`config.mk`:
```
export PLATFORM = sky130hd
export DESIGN_NAME = fft_result_unloader
export DESIGN_NICKNAME = d
export VERILOG_FILES = /design/src/rtl/fft_pkg.sv /design/src/rtl/fft_result_unloader.sv
export SDC_FILE = /design/constraint.sdc
export NUM_CORES = 1
export LEC_CHECK = 0
export CAP_MARGIN = 20
export CORE_ASPECT_RATIO = 0.5
export CORE_MARGIN = 3
export CORE_UTILIZATION = 44
export DETAILED_ROUTE_END_ITERATION = 7
export PLACE_DENSITY_LB_ADDON = 0.1
export SKIP_CTS_REPAIR_TIMING = 1
export SLEW_MARGIN = 20
export SYNTH_ARGS = -nofsm -noshare
export SYNTH_HDL_FRONTEND = slang
export SYNTH_SLANG_ARGS = --single-unit
```
`constraint.sdc`:
```
create_clock -name i_clk -period 2.2 [get_ports i_clk]
set_clock_uncertainty 0.2 [all_clocks]
set_input_delay 0.22 -clock i_clk [delete_from_list [all_inputs] [get_ports i_clk]]
set_output_delay 0.22 -clock i_clk [all_outputs]
set_load 0.02 [all_outputs]
```
`src/rtl/fft_pkg.sv`:
```
// Shared constants, FSM encoding and the bit-reversal helper used by the FFT
// result unloader.
package fft_pkg;

  localparam int FFT_N_POINTS = 16;
  localparam int FFT_ADDR_W   = 4;

  typedef enum logic [1:0] {
    ST_IDLE  = 2'd0,
    ST_FETCH = 2'd1,
    ST_SEND  = 2'd2,
    ST_DONE  = 2'd3
  } unload_state_t;

  // Reverses the low 'width' bits of value; bits above 'width' come back as 0.
  function automatic logic [31:0] bit_reverse(input logic [31:0] value, input int width);
    logic [31:0] r;
    r = '0;
    for (int b = 0; b < width; b++) begin
      r[b] = value[width-1-b];
    end
    return r;
  endfunction

endpackage

```
`src/rtl/fft_result_unloader.sv`:
```
// Reads all N FFT bins after the control unit reports completion, streams them
// out over valid/ready and pulses o_restart. Macro FFT_UNLOAD_BITREV_EN selects
// bit-reversed read addressing.
module fft_result_unloader
  import fft_pkg::*;
#(
  parameter int DATA_W   = 16,
  parameter int N_POINTS = fft_pkg::FFT_N_POINTS,
  parameter int ADDR_W   = fft_pkg::FFT_ADDR_W
) (
  input  logic              i_clk,
  input  logic              i_rst,
  input  logic              i_cycle_done,
  output logic [ADDR_W-1:0] o_rd_addr,
  input  logic [DATA_W-1:0] i_rd_re,
  input  logic [DATA_W-1:0] i_rd_im,
  output logic              o_valid,
  input  logic              i_ready,
  output logic [DATA_W-1:0] o_re,
  output logic [DATA_W-1:0] o_im,
  output logic [ADDR_W-1:0] o_index,
  output logic              o_last,
  output logic              o_busy,
  output logic              o_restart,
  output logic              o_overrun
);

  localparam logic [ADDR_W-1:0] LAST_IDX = ADDR_W'(N_POINTS - 1);

  // Valid/ready: a bin transfers on any clock edge where o_valid && i_ready;
  // once o_valid rises, o_re/o_im/o_index/o_last hold until that transfer.

  unload_state_t     r_state;
  logic              r_cycle_done_q;
  logic [ADDR_W-1:0] r_index;
  logic [ADDR_W-1:0] r_rd_addr;
  logic              r_valid;
  logic [DATA_W-1:0] r_re;
  logic [DATA_W-1:0] r_im;
  logic [ADDR_W-1:0] r_out_index;
  logic              r_last;
  logic              r_busy;
  logic              r_restart;
  logic              r_overrun;

  logic              w_start;
  logic              w_accept;
  logic [ADDR_W-1:0] w_next_index;

  function automatic logic [ADDR_W-1:0] rd_addr_of(input logic [ADDR_W-1:0] idx);
`ifdef FFT_UNLOAD_BITREV_EN
    logic [31:0] rev;
    rev = bit_reverse(32'(idx), ADDR_W);
    return rev[ADDR_W-1:0];
`else
    return idx;
`endif
  endfunction

  assign w_start      = i_cycle_done && !r_cycle_done_q;
  assign w_accept     = r_valid && i_ready;
  assign w_next_index = r_index + 1'b1;

  // Read address is registered on entry to FETCH so the buffer data is
  // present for the whole FETCH cycle and captured at its closing edge.
  always_ff @(posedge i_clk or posedge i_rst) begin
    if (i_rst) begin
      r_state        <= ST_IDLE;
      r_cycle_done_q <= 1'b0;
      r_index        <= '0;
      r_rd_addr      <= '0;
      r_valid        <= 1'b0;
      r_re           <= '0;
      r_im           <= '0;
      r_out_index    <= '0;
      r_last         <= 1'b0;
      r_busy         <= 1'b0;
      r_restart      <= 1'b0;
      r_overrun      <= 1'b0;
    end else begin
      r_cycle_done_q <= i_cycle_done;
      if (w_start && r_state != ST_IDLE) begin
        r_overrun <= 1'b1;
      end
      case (r_state)
        ST_IDLE: begin
          r_rd_addr <= '0;
          if (w_start) begin
            r_index   <= '0;
            r_rd_addr <= rd_addr_of('0);
            r_busy    <= 1'b1;
            r_state   <= ST_FETCH;
          end
        end
        ST_FETCH: begin
          r_re        <= i_rd_re;
          r_im        <= i_rd_im;
          r_out_index <= r_index;
          r_valid     <= 1'b1;
          r_last      <= (r_index == LAST_IDX);
          r_state     <= ST_SEND;
        end
        ST_SEND: begin
          if (w_accept) begin
            r_valid <= 1'b0;
            if (r_last) begin
              r_last    <= 1'b0;
              r_restart <= 1'b1;
              r_state   <= ST_DONE;
            end else begin
              r_index   <= w_next_index;
              r_rd_addr <= rd_addr_of(w_next_index);
              r_state   <= ST_FETCH;
            end
          end
        end
        ST_DONE: begin
          r_restart <= 1'b0;
          r_busy    <= 1'b0;
          r_rd_addr <= '0;
          r_state   <= ST_IDLE;
        end
        default: r_state <= ST_IDLE;
      endcase
    end
  end

  assign o_rd_addr = r_rd_addr;
  assign o_valid   = r_valid;
  assign o_re      = r_re;
  assign o_im      = r_im;
  assign o_index   = r_out_index;
  assign o_last    = r_last;
  assign o_busy    = r_busy;
  assign o_restart = r_restart;
  assign o_overrun = r_overrun;

endmodule

```
# Word-level counts from Yosys, hierarchy flattened
# Cells that the tools add are included.
# Widths: inputs -> output; s select.
dict set report totals {
  regBits 52
  word_cells 56
}
dict set report classes {
  n_addsub 1
  n_reduce_logical 18
  mux 17
  n_eq_ne 8
}
# cell count
set op_table {}
lappend op_table {{$pmux 4 s2} 2}
lappend op_table {{$mux 4} 3}
lappend op_table {{$reduce_bool 2->1} 6}
lappend op_table {{$ne 2x2->1 const B} 4}
lappend op_table {{$pmux 1 s2} 4}
lappend op_table {{$pmux 2 s4} 1}
lappend op_table {{$mux 2} 3}
lappend op_table {{$reduce_and 2->1} 3}
lappend op_table {{$reduce_and 3->1} 2}
lappend op_table {{$add 4x1->4 const B} 1}
lappend op_table {{$eq 2x2->1 const B} 2}
lappend op_table {{$eq 4x4->1 const B} 1}
lappend op_table {{$mux 1} 4}
lappend op_table {{$reduce_and 4->1} 1}
lappend op_table {{$logic_and 1x1->1} 3}
lappend op_table {{$eq 2x1->1 const B} 1}
lappend op_table {{$logic_not 2->1} 1}
lappend op_table {{$reduce_or 2->1} 1}
lappend op_table {{$logic_not 1->1} 1}

# Logic depth before layout (Yosys ltp)
# Gate-level depths: netlist (run 1).
dict set report logic_depth {
  depth_word 4
  ltp_mapped 7
  ltp_nobuf 5
}

# Worst setup path after synthesis (run 1)
# Ideal clock, no wire load.
dict set report synth_timing {
  kind {reg2reg}
  start {register r_state[0]}
  end {register r_index[0]}
  arrival_time_ps 1680
  n_path_buf 1
  stages_incl_launch_ff 7
  slack_ps 193
  period_less_slack_ps 2007
  path_cell_list {dfrtp_1 inv_1 ha_1 buf_6 nand2b_1 a222oi_1 mux2_1}
}
dict set report synth_via {
  elab_chain_cells 3
}
# item line
set synth_lines {}
lappend synth_lines {{from (decl)} fft_result_unloader.sv:33} ;# unload_state_t r_state;
lappend synth_lines {{from (signal assigned)} fft_result_unloader.sv:68} ;# r_state <= ST_IDLE;
lappend synth_lines {{from (signal assigned)} fft_result_unloader.sv:92} ;# r_state <= ST_FETCH;
lappend synth_lines {{from (signal assigned)} fft_result_unloader.sv:101} ;# r_state <= ST_SEND;
lappend synth_lines {{$eq 2x2->1 or $logic_not 2->1 (tied branches)} fft_result_unloader.sv:85} ;# case (r_state)
lappend synth_lines {{$ne 2x2->1 (no source line) or $reduce_bool 2->1 (tied branches)} -}
lappend synth_lines {{$reduce_and 4->1 (no source line)} -}
lappend synth_lines {{to (signal assigned)} fft_result_unloader.sv:111} ;# r_index <= w_next_index;
lappend synth_lines {{to (decl)} fft_result_unloader.sv:35} ;# logic [ADDR_W-1:0] r_index;
# Parallel ways exist; a longest one is shown, timed or not.
# A chain may end at the register's enable or synchronous reset.

# Worst setup path after layout (run 1)
# Ends and elaborated chain as after synthesis.

==> results of run 1 <==
[worst max path at each step]
stage | startpoint | end | slack (ns) | cells past startpoint
after floorplan | r_state[0]$_DFFE_PP0P_ | r_index[0]$_DFFE_PP0P_ | 0.19 | 6
after global placement | r_state[0]$_DFFE_PP0P_ | r_index[0]$_DFFE_PP0P_ | 0.24 | 5
after detailed placement | r_state[0]$_DFFE_PP0P_ | r_index[0]$_DFFE_PP0P_ | 0.16 | 5
after CTS | r_state[0]$_DFFE_PP0P_ | r_index[0]$_DFFE_PP0P_ | 0.13 | 5
after global routing | r_state[0]$_DFFE_PP0P_ | r_index[1]$_DFFE_PP0P_ | 0.005 | 6
final | r_state[0]$_DFFE_PP0P_ | r_index[0]$_DFFE_PP0P_ | 0.14 | 5
[through the flow]
step | worst slack, ns | hold slack [ns]
final | 0.1370 | 0.05669
after global routing | 0.005063 | 0.08244
after CTS | 0.1309 | 0.07175
after detailed placement | 0.1555 | 0.2665
after global placement | 0.2420 | 0.2579
after floorplan | 0.1929 | 0.05143
[critical path, stage by stage, from the launching register on]
cell,delay [ns]
dfrtp_1,0.42
inv_1,0.17
ha_2,0.24
nand2b_1,0.10
a222oi_1,0.45
mux2_1,0.36
[kinds of logic after synthesis]
logic type | after synthesis
compound gates | 19
xor+xnor | 2
fa+ha+maj | 7
buf+inv | 17
flops | 52
mux | 42
simple gates | 25
[cells in the mapped netlist (all sizes together)]
master and number:
nand2 5, o211ai 1, o21bai 1, xnor2 2, a221oi 1, dfrtp 52
or4b 1, inv 11, nand2b 6, buf 6, a21boi 2, a21o 1
a222oi 2, o221ai 2, nand3 3, nor2b 2, a22o 1, nor2 5
or3b 1, mux2 40, o2bb2ai 1, o22ai 4, nor3 2, ha 7
a31oi 1, mux2i 2, a21oi 2
[per-layer routing]
| layer | track usage, % | up-vias |
|---|---|---|
| met5 | 0 | - |
| met4 | 2.732 | 0 |
| met3 | 5.855 | 2 |
| met2 | 28.53 | 59 |
| met1 | 20.74 | 792 |
| li1 | - | 756 |
[power by group through the flow]
stage                     clock [mW]  sequential (mW)  combinational (mW)
after floorplan                    0             2.00                1.02
after global placement             0             1.56                2.40
after detailed placement           0             1.59                2.45
after CTS                      0.524             1.57                2.46
after global routing           0.563             1.63                2.61
final                          0.497             1.56                2.43
[registers in the layout, summed over array words and instances, names as in the netlist]
name / flops
o_busy: 1
o_im: 16
o_index: 4
o_last: 1
o_overrun: 1
o_rd_addr: 4
o_re: 16
o_restart: 1
o_valid: 1
r_cycle_done_q: 1
r_index: 4
r_state: 2
[layout make-up]
class / count / share of cell area (%)
Sequential cell: 52 / 40.37
Multi-Input combinational cell: 95 / 26.51
Timing Repair Buffer: 87 / 26.86
Clock buffer: 6 / 2.252
Inverter: 11 / 1.281
Tap cell: 66 / 2.562
Clock inverter: 1 / 0.1553
==> metrics.cfg, run 1 <==
[outcome]
status = finished, final reports clean

[worst_setup_path]
r2r-start = r_state[0]$_DFFE_PP0P_
reg2reg_to = r_index[0]$_DFFE_PP0P_
reg2regPathDepth = 5
worstSetupEndpointType = flop
worstSetupPathType = reg2reg
cp-start-kind = flop
required_ns = 2.18
worstPathArrival_ns = 2.04
cp_max_fo = 5
r2r_slack_ns = 0.14

[route]
routed-wl-met2_um = 2181
antenna_left = 0
dr.max_layer_used = met4
drt_iter0_markers = 45
routedWlPerCell_um = 14.57
vias_per_cell = 5.060
post-route-drc-count = 0
dr_wl_met3_um = 415
vias = 1609
firstDrtPassIters = 5
wl_met1_um = 2022
drt-total-wl_um = 4633

[yosys]
synth_mux_area_share_pct = 21.11
yosysWarnings = 0
ys_seq_area_share_pct = 58.39
synth-seq-cells = 52
ys_top_cells_by_area = dfrtp_1 58%, mux2_2 20%, ha_1 3.9%
synthCells = 164
syn_nets = 207
syn_area_um2 = 2228
syn_area_per_cell_um2 = 13.59
synth_top_family_by_area = multiplexers
synth_area_leader_cell = dfrtp_1
synth-simple-area-share_pct = 5.896
synth_compound_area_share_pct = 6.401
post_synth_fa_ha_maj_area_fraction_pct = 3.930
ys_types = 29
yosysTopAreaCellShare_pct = 58.39
synth_xor_area_share_pct = 0.7861

[global_routing]
grt_pass1_vias = 1660
track_usage_pct = 16.62
grt_pass1_wl_um = 8045
grt_max_degree = 25
antenna_found_initial = 0
gr-total-overflow = 0

[place]
io_buffers = 80
dpl_cell_area_um2 = 3143
detailed_place_hpwl_um = 3533
placed_cells = 311
globalplace.congestion = 0.7202

[pwr]
internal-power_mw = 2.854
total_power_mw = 4.493
power_frac_seq_pct = 34.8
switchingPower_mw = 1.638
pwr-share-clk_pct = 11.1
ir_worst_vdd_v = 0.0008265
p_sw_share_pct = 36.47
power.leakage_nw = 1.359
p_per_area_nw_per_um2 = 1394
combPwrFrac_pct = 54.1

[cts]
insertion_delay_ns = 0.29
cts_buffers = 5
htreeDepth = 2
cts_tree = yes
root_buffer = clkbuf_8
path_clk_slew_ns = 0.09
clockBufferDepth = 2
clock_sinks = 52

[timing]
min_period_ns = 2.063
maxSlewViolCount = 0
finalSetupViolations = 0
hold_viol = 0
min_period_over_period_pct = 93.77
fmax_ghz = 0.4847
max_slew_margin_pct = 67.26
rsz0062_at_grt = false
tightest_slew_ns = 0.4903
tns_ns = 0

[cells_and_area]
utilization_pct = 69.51
design_area_um2 = 3223
nFillCells = 337
regArea_um2 = 1301
fin_nets = 295
drive_above_1_share_pct = 21.83
area_delta_synth_final_pct = 44.64
layout_common_cells = 80 x clkdlybuf4s50_1, 52 x dfrtp_1, 39 x mux2_2
layout_commonest_cell = clkdlybuf4s50_1
diodes = 0
multi_input_area_um2 = 854.6
final_cells = 318

[floorplanning]
row_count = 17
die_y_um = 56.32
die-area_um2 = 6006
coreArea_um2 = 4637
ios = 81
die_x_um = 106.6
start_util_pct = 48.06

[min_path]
hp-class = in2async

[job]
drv_cap = 0

Power figures use the tool's default switching activity.
==> run 2: changes to the inputs <==
--- a/config.mk
+++ b/config.mk
@@ -5,12 +5,13 @@
 export SDC_FILE = /design/constraint.sdc
 export NUM_CORES = 1
 export LEC_CHECK = 0
+export ABC_AREA = 1
 export CAP_MARGIN = 20
-export CORE_ASPECT_RATIO = 0.5
+export CORE_ASPECT_RATIO = 1.2
 export CORE_MARGIN = 3
 export CORE_UTILIZATION = 44
 export DETAILED_ROUTE_END_ITERATION = 7
-export PLACE_DENSITY_LB_ADDON = 0.1
+export PLACE_DENSITY = 0.79
 export SKIP_CTS_REPAIR_TIMING = 1
 export SLEW_MARGIN = 20
 export SYNTH_ARGS = -nofsm -noshare
==> run 2 against run 1 <==
  * Critical path depth rose by 2
  * Utilization down 2.4 points
  * Area after synthesis is 0.11% lower
  * Sequential share of layout area increased by 0.65 points
  * Power shrank 1.9%
  * Routed wire length increased by 7.5%
  * Largest cell class unchanged
==> metrics.cfg, run 2 <==
[worst_setup_path]
worstPathArrival_ns = 1.84  ; -0.20 ns
crit_chain = inv_1 > ha_1 > inv_2 > nand2_1 > nand3_2 > nand2_1 > o21ai_0
worstSetupEndpointType = flop
cp_max_fo = 8  ; +3
crit_path_max_incr_delay_ns = 0.48  ; +0.03 ns
required_ns = 2.19  ; about the same
worstSetupPathType = reg2reg
slowest_stage = ha_1
cp-start-kind = flop
crit_family = adder cells
cpMostUsedCell = nand2_1
cp.buffers_inverters = 2  ; +1
r2r_slack_ns = 0.35  ; +0.21 ns

[yosys]
yosysTopAreaCellShare_pct = 58.46  ; +0.066 points
syn_area_um2 = 2226  ; -0.11%
synthTopCellsByCount = 137 x nand2_1, 52 x dfrtp_1, 10 x inv_1
syn_nets = 294  ; +42%
post_synth_fa_ha_maj_area_fraction_pct = 3.935  ; +0.0044 points
synth_compound_area_share_pct = 4.216  ; -2.2 points
synth_edf_count = 0  ; unchanged
synth_area_leader_cell = dfrtp_1
ys_types = 24  ; -17%
synth-seq-cells = 52  ; unchanged
synth_mux_area_share_pct = 0  ; -21 points
synth_top_family_by_area = simple AND/OR/NAND/NOR gates
synth-simple-area-share_pct = 28.27  ; +22 points
syn_area_per_cell_um2 = 8.868  ; -35%
synth_xor_area_share_pct = 0.3935  ; -0.39 points
synthCells = 251  ; +53%
ys_seq_area_share_pct = 58.46  ; +0.066 points
yosysMostFrequentCell = nand2_1
synthArstFlopShare_pct = 100.0  ; unchanged
ys_top_cells_by_area = dfrtp_1 58%, nand2_1 23%, ha_1 3.9%
ys.flop_type = dfrtp_1
yosysWarnings = 0  ; unchanged

[global_routing]
antenna_found_initial = 0  ; unchanged
grt_pass1_wl_um = 8473  ; +5.3%
grt_max_degree = 38  ; +52%
track_usage_pct = 17.92  ; +1.3 points
grt_pass1_vias = 1844  ; +11%
gr-total-overflow = 0  ; unchanged

[timing]
hold_viol = 0  ; unchanged
rsz0062_at_grt = false
maxSlewViolCount = 0  ; unchanged
fmax_ghz = 0.5405  ; +11%
tightest_slew_ns = 0.5659  ; +0.07563 ns
max_slew_margin_pct = 62.22  ; -5.0 points
finalSetupViolations = 0  ; unchanged
min_period_over_period_pct = 84.10  ; -9.7 points
min_period_ns = 1.850  ; -0.2128 ns
tns_ns = 0  ; unchanged

[floorplanning]
ios = 81  ; unchanged
die_x_um = 70.93  ; -33%
start_util_pct = 47.06  ; -0.99 points
die-area_um2 = 5952  ; -0.90%
row_count = 27  ; +10
coreArea_um2 = 4730  ; +2.0%
die_y_um = 83.92  ; +49%

[cts]
cts_buffers = 5  ; unchanged
htreeDepth = 2  ; unchanged
insertion_delay_ns = 0.30  ; about the same
cts_tree = yes
clock_sinks = 52  ; unchanged
path_clk_slew_ns = 0.09  ; about the same
root_buffer = clkbuf_8
clockBufferDepth = 2  ; unchanged

[place]
io_buffers = 80  ; unchanged
placed_cells = 384  ; +23%
detailed_place_hpwl_um = 3826  ; +8.3%
globalplace.congestion = 0.7923  ; +10%

[job]
drv_cap = 0  ; unchanged

[route]
firstDrtPassIters = 4  ; -1
drt_iter0_markers = 126  ; +180%
routedWlPerCell_um = 12.71  ; -13%
vias_per_cell = 4.722  ; -6.7%
vias = 1851  ; +15%
antenna_left = 0  ; unchanged
drt-total-wl_um = 4981  ; +7.5%
post-route-drc-count = 0  ; unchanged

[cells_and_area]
drive_above_1_share_pct = 6.287  ; -16 points
diodes = 0  ; unchanged
layout_common_cells = 137 x nand2_1, 80 x clkdlybuf4s50_1, 52 x dfrtp_1
area_delta_synth_final_pct = 42.50
final_cells = 392  ; +23%
fin_nets = 376  ; +27%
layout_commonest_cell = nand2_1

[pwr]
p_per_area_nw_per_um2 = 1390  ; -0.27%
power.leakage_nw = 1.579  ; +16%
ir_worst_vdd_v = 0.0007572  ; -8.4%

[outcome]
status = finished, final reports clean

[min_path]
hp-class = in2async

run 2: cell count changes after synthesis, moves of 3 or more:
| cell | before | now |
|---|---|---|
| buf_4 | 0 | 4 |
| mux2_2 | 39 | 0 |
| nand2_1 | 5 | 137 |
| inv_2 | 0 | 3 |
| nand2b_1 | 6 | 0 |
| o22ai_1 | 4 | 0 |
| o21ai_0 | 0 | 6 |
| o21ai_1 | 0 | 3 |
run 2: per-stage QoR:
stage	power, mW	utilization [%]	instance area, um2	worst slack (ns)	hold slack, ns
2_1_floorplan	2.944	-	2226	0.5221	0.05143
3_3_place_gp	3.844	65.08	3078	0.4890	0.2535
3_5_place_dp	3.915	65.08	3078	0.3553	0.2570
4_1_cts	4.477	67.06	3172	0.3526	0.03093
5_1_grt	4.756	67.06	3172	0.2227	0.04628
6_report	4.410	67.06	3172	0.3498	0.02561
run 2: logic make-up after synthesis:
group	Yosys count
flip-flops	52
XOR/XNOR	1
AO/OA/AOI/OAI	15
buffers and inverters	21
adder cells (fa/ha/maj)	7
AND/OR/NAND/NOR	155
run 2: area by class of cell:
cell class | count | area [um2]
Clock buffer | 7 | 86.33
Tap cell | 58 | 72.57
Multi-Input combinational cell | 178 | 819.5
Inverter | 13 | 48.80
Clock inverter | 1 | 7.507
Timing Repair Buffer | 83 | 835.8
Fill cell | 404 | 1558
Sequential cell | 52 | 1301
run 2: final timing paths:
check | startpoint | to | cells past startpoint
hold / removal | i_rst | o_im[10]$_DFFE_PP0P_ | 2
max in group asynchronous | i_rst | o_overrun$_DFFE_PP0P_ | 3
min in group i_clk | i_cycle_done | r_cycle_done_q$_DFF_PP0_ | 1
setup reg to reg | r_state[0]$_DFFE_PP0P_ | o_rd_addr[3]$_DFFE_PP0P_ | 7
hold reg to reg | o_im[12]$_DFFE_PP0P_ | o_im[12]$_DFFE_PP0P_ | 2
setup / recovery | r_state[0]$_DFFE_PP0P_ | o_rd_addr[3]$_DFFE_PP0P_ | 7
run 2: report_power, final:
group          internal (mW)  switching (mW)
combinational          0.983            1.33
sequential              1.33           0.214
clock                  0.256           0.297
run 2: metal layers:
layer / wire [um] / vias up / GRT usage, %
met5: 0 / - / 0
met2: 2668 / 51 / 32.15
met4: 96 / 0 / 7.179
met3: 231 / 7 / 3.614
li1: - / 932 / -
met1: 1985 / 861 / 20.44
